`src/rtl/ship_placer.sv`:
```
// Ship placement stage of the battleship game.
// While placement is enabled, each confirm press (a 0->1 edge of the button)
// drops one ship on the cursor cell if that cell is on the board and still
// water; otherwise an error flag is raised and held for ERR_HOLD cycles.
// The stage finishes once the requested number of ships has been placed.
//
// Handshake note: there is no valid/ready pair here. confirm_btn is a level,
// and one event is taken on each rising edge of it. placement_en is a level
// that must stay high for the whole placement phase.
module ship_placer #(
  parameter int BOARD_N   = 5,
  parameter int MAX_SHIPS = 5,
  parameter int ERR_HOLD  = 8
) (
  input  logic                           clk,
  input  logic                           rst,
  input  logic                           placement_en,
  input  logic [2:0]                     i_cur,
  input  logic [2:0]                     j_cur,
  input  logic [2:0]                     ships_target,
  input  logic                           confirm_btn,
  output logic [2*BOARD_N*BOARD_N-1:0]   board_flat,
  output logic [2:0]                     ships_placed,
  output logic                           finished_placing,
  output logic                           placement_error,
  output logic [1:0]                     fsm_state
);

  typedef enum logic [1:0] {
    IDLE    = 2'd0,
    PLACING = 2'd1,
    DONE    = 2'd2
  } state_t;

  localparam int          CELLS  = BOARD_N * BOARD_N;
  localparam int          IDX_W  = $clog2(CELLS);
  localparam int          HOLD_W = $clog2(ERR_HOLD + 1);
  localparam logic [2:0]  MAX_T  = 3'(MAX_SHIPS);
  localparam logic [2:0]  N_3    = 3'(BOARD_N);

  state_t              state;
  state_t              state_next;
  logic                btn_q;
  logic [2:0]          target_q;
  logic [HOLD_W-1:0]   hold;

  logic                confirm_evt;
  logic [2:0]          target_clamped;
  logic                in_range;
  logic [IDX_W-1:0]    cell_idx;
  logic [1:0]          cell_val;
  logic                do_clear;
  logic                do_accept;
  logic                do_reject;

  assign confirm_evt      = confirm_btn & ~btn_q;
  assign target_clamped   = (ships_target > MAX_T) ? MAX_T : ships_target;
  assign in_range         = (i_cur < N_3) && (j_cur < N_3);
  assign cell_val         = board_flat[{cell_idx, 1'b0} +: 2];
  assign finished_placing = (state == DONE);
  assign fsm_state        = state;

  // Linear cell index of the cursor; forced to 0 when off-board so the
  // board lookup never addresses past the vector.
  always_comb begin
    int lin;
    lin      = int'(i_cur) * BOARD_N + int'(j_cur);
    cell_idx = in_range ? IDX_W'(lin) : '0;
  end

  // State register.
  always_ff @(posedge clk or posedge rst) begin
    if (rst) state <= IDLE;
    else     state <= state_next;
  end

  // Next-state logic and datapath strobes.
  always_comb begin
    state_next = state;
    do_clear   = 1'b0;
    do_accept  = 1'b0;
    do_reject  = 1'b0;
    case (state)
      IDLE: begin
        if (placement_en) begin
          do_clear   = 1'b1;
          state_next = (target_clamped == 3'd0) ? DONE : PLACING;
        end
      end
      PLACING: begin
        if (!placement_en) begin
          state_next = IDLE;
        end else if (confirm_evt) begin
          if (in_range && (cell_val == 2'b00)) begin
            do_accept = 1'b1;
            if (ships_placed + 3'd1 == target_q) state_next = DONE;
          end else begin
            do_reject = 1'b1;
          end
        end
      end
      DONE: begin
        if (!placement_en) state_next = IDLE;
      end
      default: state_next = IDLE;
    endcase
  end

  // Board, ship count, target latch, error hold and button history.
  always_ff @(posedge clk or posedge rst) begin
    if (rst) begin
      btn_q           <= 1'b0;
      board_flat      <= '0;
      ships_placed    <= 3'd0;
      target_q        <= 3'd0;
      placement_error <= 1'b0;
      hold            <= '0;
    end else begin
      btn_q <= confirm_btn;
      if (do_clear) begin
        board_flat      <= '0;
        ships_placed    <= 3'd0;
        target_q        <= target_clamped;
        placement_error <= 1'b0;
        hold            <= '0;
      end else if (do_accept) begin
        board_flat[{cell_idx, 1'b0} +: 2] <= 2'b01;
        ships_placed    <= ships_placed + 3'd1;
        placement_error <= 1'b0;
        hold            <= '0;
      end else if (do_reject) begin
        placement_error <= 1'b1;
        hold            <= HOLD_W'(ERR_HOLD);
      end else if (hold != '0) begin
        hold            <= hold - HOLD_W'(1);
        placement_error <= (hold > HOLD_W'(1));
      end
    end
  end

endmodule
```
`config.mk`:
```
export PLATFORM = sky130hd
export DESIGN_NAME = ship_placer
export DESIGN_NICKNAME = d
export VERILOG_FILES = /design/src/rtl/ship_placer.sv
export SDC_FILE = /design/constraint.sdc
export NUM_CORES = 1
export LEC_CHECK = 0
export CAP_MARGIN = 20
export CORE_MARGIN = 5
export CORE_UTILIZATION = 25
export DETAILED_ROUTE_END_ITERATION = 6
export GPL_TIMING_DRIVEN = 0
export SLEW_MARGIN = 10
export SYNTH_ARGS = -nofsm -noshare
export SYNTH_HDL_FRONTEND = slang
export SYNTH_SLANG_ARGS = --single-unit
```
`constraint.sdc`:
```
create_clock -name clk -period 4.4 [get_ports clk]
set_input_delay 0.44 -clock clk [delete_from_list [all_inputs] [get_ports clk]]
set_output_delay 0.44 -clock clk [all_outputs]
set_load 0.1 [all_outputs]
```
Word level (Yosys, flattened, before mapping)
Index checks and enable logic that the tools add are counted.
Word-level totals
  register bits: 64
  output and inout bits: 57
  logic and storage cells: 71
  input bits: 13
Operators by class
  bitwise gates (word level): 2
  add/subtract/negate cells: 4
  reductions and logical operators: 9
  shift operators: 3
  $lt $le $gt $ge: 4
  $mul: 1
  multiplexer cells: 33
  equal/unequal tests: 8
Operator list (number)
  two-way mux 50 bit: 2
  bitwise mux 50 bit: 1
  variable shift 2 x 8 -> 50 bit, first input constant: 1
  indexed part select 2 x 8 -> 50 bit, first input constant: 1
  indexed part select 50 x 7 -> 2 bit: 1
  two-way mux 4 bit: 4
  two-way mux 1 bit: 14
  two-way mux 2 bit: 7
  two-way mux 3 bit: 3
  != test 3 bit, second input constant: 3
  negation 6 -> 8 bit: 1
  nonzero test 4 bit: 2
  < comparator 3 bit, second input constant: 2
  case mux 2 bit (3 select lines): 1
  adder 5 x 3 -> 5 bit: 1
  multiplier 3 x 3 -> 5 bit, second input constant: 1
  two-way mux 5 bit: 1
  AND reduction 5 bit: 1
  > comparator 4 x 1 -> 1 bit, second input constant: 1
  logical NOT 2 bit: 2
  != test 2 bit, second input constant: 2
  subtractor 4 x 1 -> 4 bit, second input constant: 1
  adder 3 x 1 -> 3 bit, second input constant: 1
  == test 3 bit: 1
  other kinds (8): 9

Depth between registers and ports, before layout
  depth in word-level cells: 13
  gate-level depth with buffers: 11
  depth with buffers taken out: 9

Least setup slack after synthesis
No wires, ideal clock.
  path kind: register to output
  start: reg state[1], in the netlist fsm_state[1]
  end: out finished_placing
  arrival time: 2.628 ns
  path slack: 1.332 ns
  stages on the path, launching flop included: 3
  data required time: 3.960 ns
  buffers on the path: 1
  path through: dfrtp_1 -> clkbuf_1 -> nor2b_1
On the way
  longest elaborated chain between the ends: 1
Ends and longest elaborated chain
  from (decl): RTL line 41  | state_t state;
  from (signal assigned): RTL line 74  | else state <= state_next;
  == test 2 bit: RTL line 60  | assign finished_placing = (state == DONE);
  to (decl): RTL line 24  | output logic finished_placing,
No other way between the ends.

Worst setup path in the final report
  start: in i_cur[0]
  end: reg board_flat[12]
On the way
  longest elaborated chain between the ends: 11
  elaborated cells between the ends (all ways): 19
  those cells by class: add/sub (2); mul (1); order compare (1); shift (3); mux (8); reduce/logical (4)
Ends and longest elaborated chain
  from (decl): RTL line 18  | input logic [2:0] i_cur,
  multiplier 3 x 3 -> 5 bit or < comparator 3 bit (tied branches): RTL line 67, 58
  adder 5 x 3 -> 5 bit or logical AND 1 bit (tied branches): RTL line 67, 58
  two-way mux 5 bit: RTL line 68  | cell_idx = in_range ? IDX_W'(lin) : '0;
  indexed part select 50 x 7 -> 2 bit: RTL line 59  | assign cell_val = board_flat[{cell_idx, 1'b0} +: 2];
  logical NOT 2 bit: RTL line 94  | if (in_range && (cell_val == 2'b00)) begin
  logical AND 1 bit: RTL line 94
  two-way mux 1 bit: RTL line 94
  two-way mux 1 bit: RTL line 93  | end else if (confirm_evt) begin
  two-way mux 1 bit: RTL line 91  | if (!placement_en) begin
  two-way mux 1 bit: RTL line 83  | case (state)
  nonzero test 2 bit (no source line)
  to (signal assigned): RTL line 113  | board_flat <= '0;
  to (signal assigned): RTL line 121  | board_flat <= '0;
  to (signal, indexed assignment): RTL line 127  | board_flat[{cell_idx, 1'b0} +: 2] <= 2'b01;
  to (decl): RTL line 22  | output logic [2*BOARD_N*BOARD_N-1:0] board_flat,
Parallel ways exist; a longest one is shown, timed or not. The select of a mux whose other input is x is not followed.
A chain may end at the register's enable or synchronous reset.

==> flow_metrics.env <==
export IMPL_status="finished clean"
export IMPL_p_leak_nw=1.54
export IMPL_crit_fanout=10
export IMPL_cpPeakStageDelay_ns=0.51
export IMPL_power_density_mw_per_mm2=371
export IMPL_hp_class="input port to asynchronous set/reset pin"
export IMPL_setup_violations_final=0
export IMPL_syn_avg_cell_area_um2=9.16
export IMPL_initial_core_util_pct=25.5
export IMPL_max_slew_worst_pin_slew_ns=0.999
export IMPL_clock_latency_ns=0.30
export IMPL_cts_tree="yes"
export IMPL_gp_congestion=0.882
export IMPL_avgViaCountPerCell=4.69
export IMPL_wl_mm=7.44
export IMPL_cp_start_kind="input port"
export IMPL_cts_hold_buf=0
export IMPL_vdd_drop_max_uv=187
export IMPL_instances_no_fill=502
export IMPL_finalCriticalPeriod_ns=3.68
export IMPL_dpl_cell_area_mm2=0.00336
export IMPL_setup_tns_ns=0
export IMPL_wl_per_cell_um=14.8
export IMPL_fp_dieH_um=113
export IMPL_ys_flop_type="dfrtp_1"
export IMPL_dp_hpwl_mm=5.76
export IMPL_place_inst=493
export IMPL_io_buffer_count=44
export IMPL_antenna_found_initial=0
export IMPL_vias=2354
export IMPL_ys_warn_count=0
export IMPL_design_area_mm2=0.00348
export IMPL_cts_buffer_depth=2
export IMPL_max_freq_ghz=0.271
export IMPL_drive_above_1_share_pct=14.5
export IMPL_synth_edf_count=0
export IMPL_end_kind="register"
export IMPL_slew_limit_headroom_pct=33.2
export IMPL_syn2layout_area_growth_pct=31.8
export IMPL_cts_root_buf="clkbuf_8"
export IMPL_synth_top_area_share_pct=37.0
export IMPL_io_pins=70
export IMPL_ys_top_cells_by_area="dfrtp_1, buf_4, nand2_1"
export IMPL_drtAntennaViolNets=0
export IMPL_synth_seq_area_share_pct=37.0
export IMPL_synth_seq_cells=39
export IMPL_grt_max_degree=34
export IMPL_rows=37
export IMPL_cts_resized=0
export IMPL_htree_num_levels=2
export IMPL_drc=0
export IMPL_clk_pin_slew_ns=0.08
export IMPL_first_global_vias=2318
export IMPL_crit_type="input port to register"
export IMPL_core_area_mm2=0.0103
export IMPL_yosysUniqueCellTypes=52
export IMPL_dp_worst_setup_slack_ns=0.413
export IMPL_power_total_w=0.00129
export IMPL_async_reset_ff_share_pct=100
export IMPL_crit_path_frequent_cell="ha_1"
export IMPL_die_area_mm2=0.0127
export IMPL_hold_viol=0
export IMPL_firstDrtPassIters=4
export IMPL_track_usage_pct=11.5
export IMPL_crit_chain="clkdlybuf4s50_1, ha_1, ha_1, fa_1, xor2_1, nor2_1, nand3_1, and4_1, buf_2, o211ai_2, o41ai_1"
export IMPL_clkSinkCount=39
export IMPL_slew_violations=0
export IMPL_fillers=1084
export IMPL_die_width_um=113
export IMPL_cts_made_buffers=5
export IMPL_timing_final_crit_share_pct=83.7
export IMPL_grt_pass1_wl_mm=11.9
export IMPL_nNetsFinal=392
export IMPL_crit_slowest_cell="xor2_1"
export IMPL_fin_ws_ns=0.715
export IMPL_cp_top_family="adder cells"
export IMPL_yosysMostFrequentCell="nand2_1"
export IMPL_finClkSkew_ns=0.00637
export IMPL_arrival_ns=3.87
export IMPL_syn_inst=288
export IMPL_grt_setup_unrepaired="false"
export IMPL_drtIter0Drc=129
export IMPL_post_cts_buffers=0
export IMPL_maxCapViolations=0
export IMPL_gr_total_overflow=0
export IMPL_crit_buf_inv=2
export IMPL_antenna_cells=0
export IMPL_yosysTopAreaCell="dfrtp_1"
export IMPL_cp_required_ns=4.58
export IMPL_synthTopCellsByCount="nand2_1, dfrtp_1, buf_4"
export IMPL_syn_cell_area_mm2=0.00264
-- layer usage --
metal | share of wire (%) | GRT usage (%) | up-vias | wire [um]
met1 | 46 | 15.6 | 1123 | 3460
met3 | 6.0 | 2.30 | 10 | 449
li1 | - | - | 1141 | -
met2 | 46 | 18.2 | 80 | 3410
met4 | 1.6 | 4.01 | 0 | 121
met5 | 0 | 0 | - | 0
-- sequential cells by signal, summed over array words and instances (netlist names) --
name and count:
placement_error 1, target_q 3, btn_q 1, board_flat 25
fsm_state 2, hold 4, ships_placed 3
-- final timing paths --
path                           startpoint        endpoint  slack [ns]  cells after the start
max                              i_cur[0]  board_flat[12]        0.72                     11
min                                   rst    fsm_state[1]        0.36                      2
max reg2reg                board_flat[16]  board_flat[12]        1.95                      6
min reg2reg                   target_q[1]     target_q[1]        0.49                      2
max in group asynchronous             rst  board_flat[40]        3.62                      3
min in group clk              target_q[1]     target_q[1]        0.49                      2
-- report_power, final --
| group | switching (W) | leakage [nW] | internal, W |
|---|---|---|---|
| combinational | 0.000394 | 0.949 | 0.000172 |
| clock | 0.000138 | 0.0581 | 0.000169 |
| sequential | 0.0000268 | 0.528 | 0.000390 |
| total | 0.000558 | 1.54 | 0.000731 |
-- placed cells by master (no fill, tap or decap), types with 6 or more instances in the layout --
cell type        count
a21oi_1              8
a32o_1               6
buf_4               25
clkbuf_1             7
clkdlybuf4s50_1     44
conb_1              25
dfrtp_1             39
ha_1                13
mux2i_1              9
nand2_1             50
nor2_1              18
nor3_1              10
o21ai_0             11
o31ai_1              6
xnor2_1              6
-- through the flow --
step	hold slack (ns)	utilization, %
2_1_floorplan	0.459	-
3_3_place_gp	0.476	32.3
3_5_place_dp	0.478	32.5
4_1_cts	0.365	33.6
5_1_grt	0.372	33.7
6_report	0.355	33.7
-- worst register-to-register path: stages, from the launching register on --
cell and delay [ns]:
dfrtp_1 0.43, mux2_2 0.29, o311ai_0 0.52, and4_1 0.26
buf_2 0.25, o211ai_2 0.21, o41ai_1 0.37
-- kinds of logic (layout without fill, tap and decap cells) --
logic type / Yosys count / after routing / share of synthesized area (%)
other cells: 1 / 25 / 0.142
xor+xnor: 11 / 11 / 4.22
compound gates: 60 / 60 / 16.5
simple gates: 109 / 109 / 19.6
fa+ha+maj: 14 / 14 / 6.93
mux: 12 / 12 / 5.55
flops: 39 / 39 / 37.0
buf+inv: 42 / 96 / 10.0
-- area by class of cell --
class	instances	area [um^2]	area share [%]
tap	136	170	4.90
clock buffer	5	68.8	1.98
buffer	37	245	7.06
sequential	39	976	28.1
multi-input combinational	231	1490	42.8
timing repair buffer	46	465	13.4
inverter	5	18.8	0.540
clock inverter	3	43.8	1.26
Note: power is estimated with default switching activity, not from simulation.
==> RTL change (same flow settings) <==
`BOARD_N`: 5 -> 10.
--- a/src/rtl/ship_placer.sv
+++ b/src/rtl/ship_placer.sv
@@ -10,3 +10,3 @@
 module ship_placer #(
-  parameter int BOARD_N   = 5,
+  parameter int BOARD_N   = 10,
   parameter int MAX_SHIPS = 5,
Ports: changed (resized board_flat); port bits go from 70 to 220. The function was not compared with the original's and may differ.
==> RTL change against the unedited design <==
Non-clock buffer count grew 199; design area increased to 2.9 times the old value; total power increased to 2.7 times the old value; setup slack worse by 0.53 ns; clock power grew to 4.6 times the old value; core utilization up 1.3 points; area after synthesis rose to 2.7 times the old value; register-to-register slack lost 0.59 ns; sequential cell count is 75 higher; combinational power grew 64%; wire length grew to 4.0 times the old value; critical endpoint is now board_flat[98].
==> RTL change: results (changes against the unedited design) <==
Outcome: finished clean (unchanged). The combined global-route utilization of all metal layers was 17.8% (was 11.5%). The clock tree buffer count of the final layout is 20 (was 5). The sequential element share of the synthesized area came to 39.4% (was 37.0%).

The number of buffer cells added on primary ports came out at 119 (was 44). The worst hold slack came out at 0.405 ns (was 0.355 ns). The multi-input combinational gate total is 613 (was 231).

The non-clock buffer instance count of the final layout is 282 (was 83). The start of the worst register-to-register path is board_flat[58] (was board_flat[16]). The arrival time of the worst setup path came out at 4.49 ns (was 3.87 ns). The number of global-route vias before repair is 6975 (was 2318). The fill cell instance count of the final layout came out at 2947 (was 1084). The portion of the layout cell area used by non-clock buffers is 23.0% (was 20.4%). The area share of xor/xnor cells in the synthesized design came out at 1.70% (was 4.22%). The worst slack at placement came out at -0.805 ns (was 0.413 ns). The area share of fa/ha/maj cells after synthesis came out at 2.53% (was 6.93%). The overall via count from detail_route came out at 6931 (was 2354). The setup clock skew after layout is 0.0109 ns (was 0.00637 ns).

The number of non-clock inverters came to 19 (was 5). The largest net degree at the start of global routing came out at 65 (was 34). The wire length after detailed routing came to 29500 um (was 7440 um). The detailed router's first-iteration violation count came to 591 (was 129). The width of the chip came out at 180 um (was 113 um). The delay contributed by the slowest stage of the critical path came to 0.60 ns (was 0.51 ns). The proportion of power drawn by combinational gates was 27.0% (was 43.9%). Leading post-synthesis cells by cell area: sky130_fd_sc_hd__dfrtp_1 (39%), sky130_fd_sc_hd__buf_4 (11%), sky130_fd_sc_hd__o31ai_1 (9.8%) (was sky130_fd_sc_hd__dfrtp_1 (37%), sky130_fd_sc_hd__buf_4 (7.1%), sky130_fd_sc_hd__nand2_1 (7.1%)).

The post-placement cell area was 0.00932 mm^2 (was 0.00336 mm^2). The mean routed wirelength per cell was 20.4 um (was 14.8 um). The clock slew seen by the registers of the worst setup and hold paths came out at 0.06 ns (was 0.08 ns). The critical path's top delay family was buffers and inverters (was adder cells).

The number of sequential storage elements was 114 (was 39). The length in cells of the worst reg-to-reg path is 10 (was 6). The global placement routability congestion is 0.961 (was 0.882).

The detailed-routing iteration count for the pre-antenna-repair pass came out at 5 (was 4). The final HPWL from detailed placement came out at 22400 um (was 5760 um). The static leakage came to 4.36 nW (was 1.54 nW). The met3 capacity usage during global routing came out at 4.40% (was 2.30%). The clock buffer and inverter area fraction after layout was 5.84% (was 3.24%).
## RTL change: cell count changes after synthesis, moves of 12 or more
cell | before | now
sky130_fd_sc_hd__dfrtp_1 | 39 | 114
sky130_fd_sc_hd__nand2_1 | 50 | 142
sky130_fd_sc_hd__buf_4 | 25 | 103
sky130_fd_sc_hd__o31ai_1 | 6 | 94
sky130_fd_sc_hd__clkbuf_1 | 7 | 34
sky130_fd_sc_hd__nor2_1 | 18 | 30
sky130_fd_sc_hd__nand3_1 | 5 | 30
sky130_fd_sc_hd__inv_1 | 5 | 17
## RTL change: worst max-delay path by stage
stage              from              end  slack, ns  depth (start not counted)
2_1_floorplan  i_cur[0]   board_flat[68]       0.80                         14
3_3_place_gp        rst   board_flat[28]      -0.87                          2
3_5_place_dp   i_cur[0]  board_flat[140]      -0.80                         14
4_1_cts        i_cur[0]   board_flat[86]       0.01                         14
5_1_grt        i_cur[2]   board_flat[98]       0.01                         12
6_report       j_cur[1]   board_flat[98]       0.18                         13
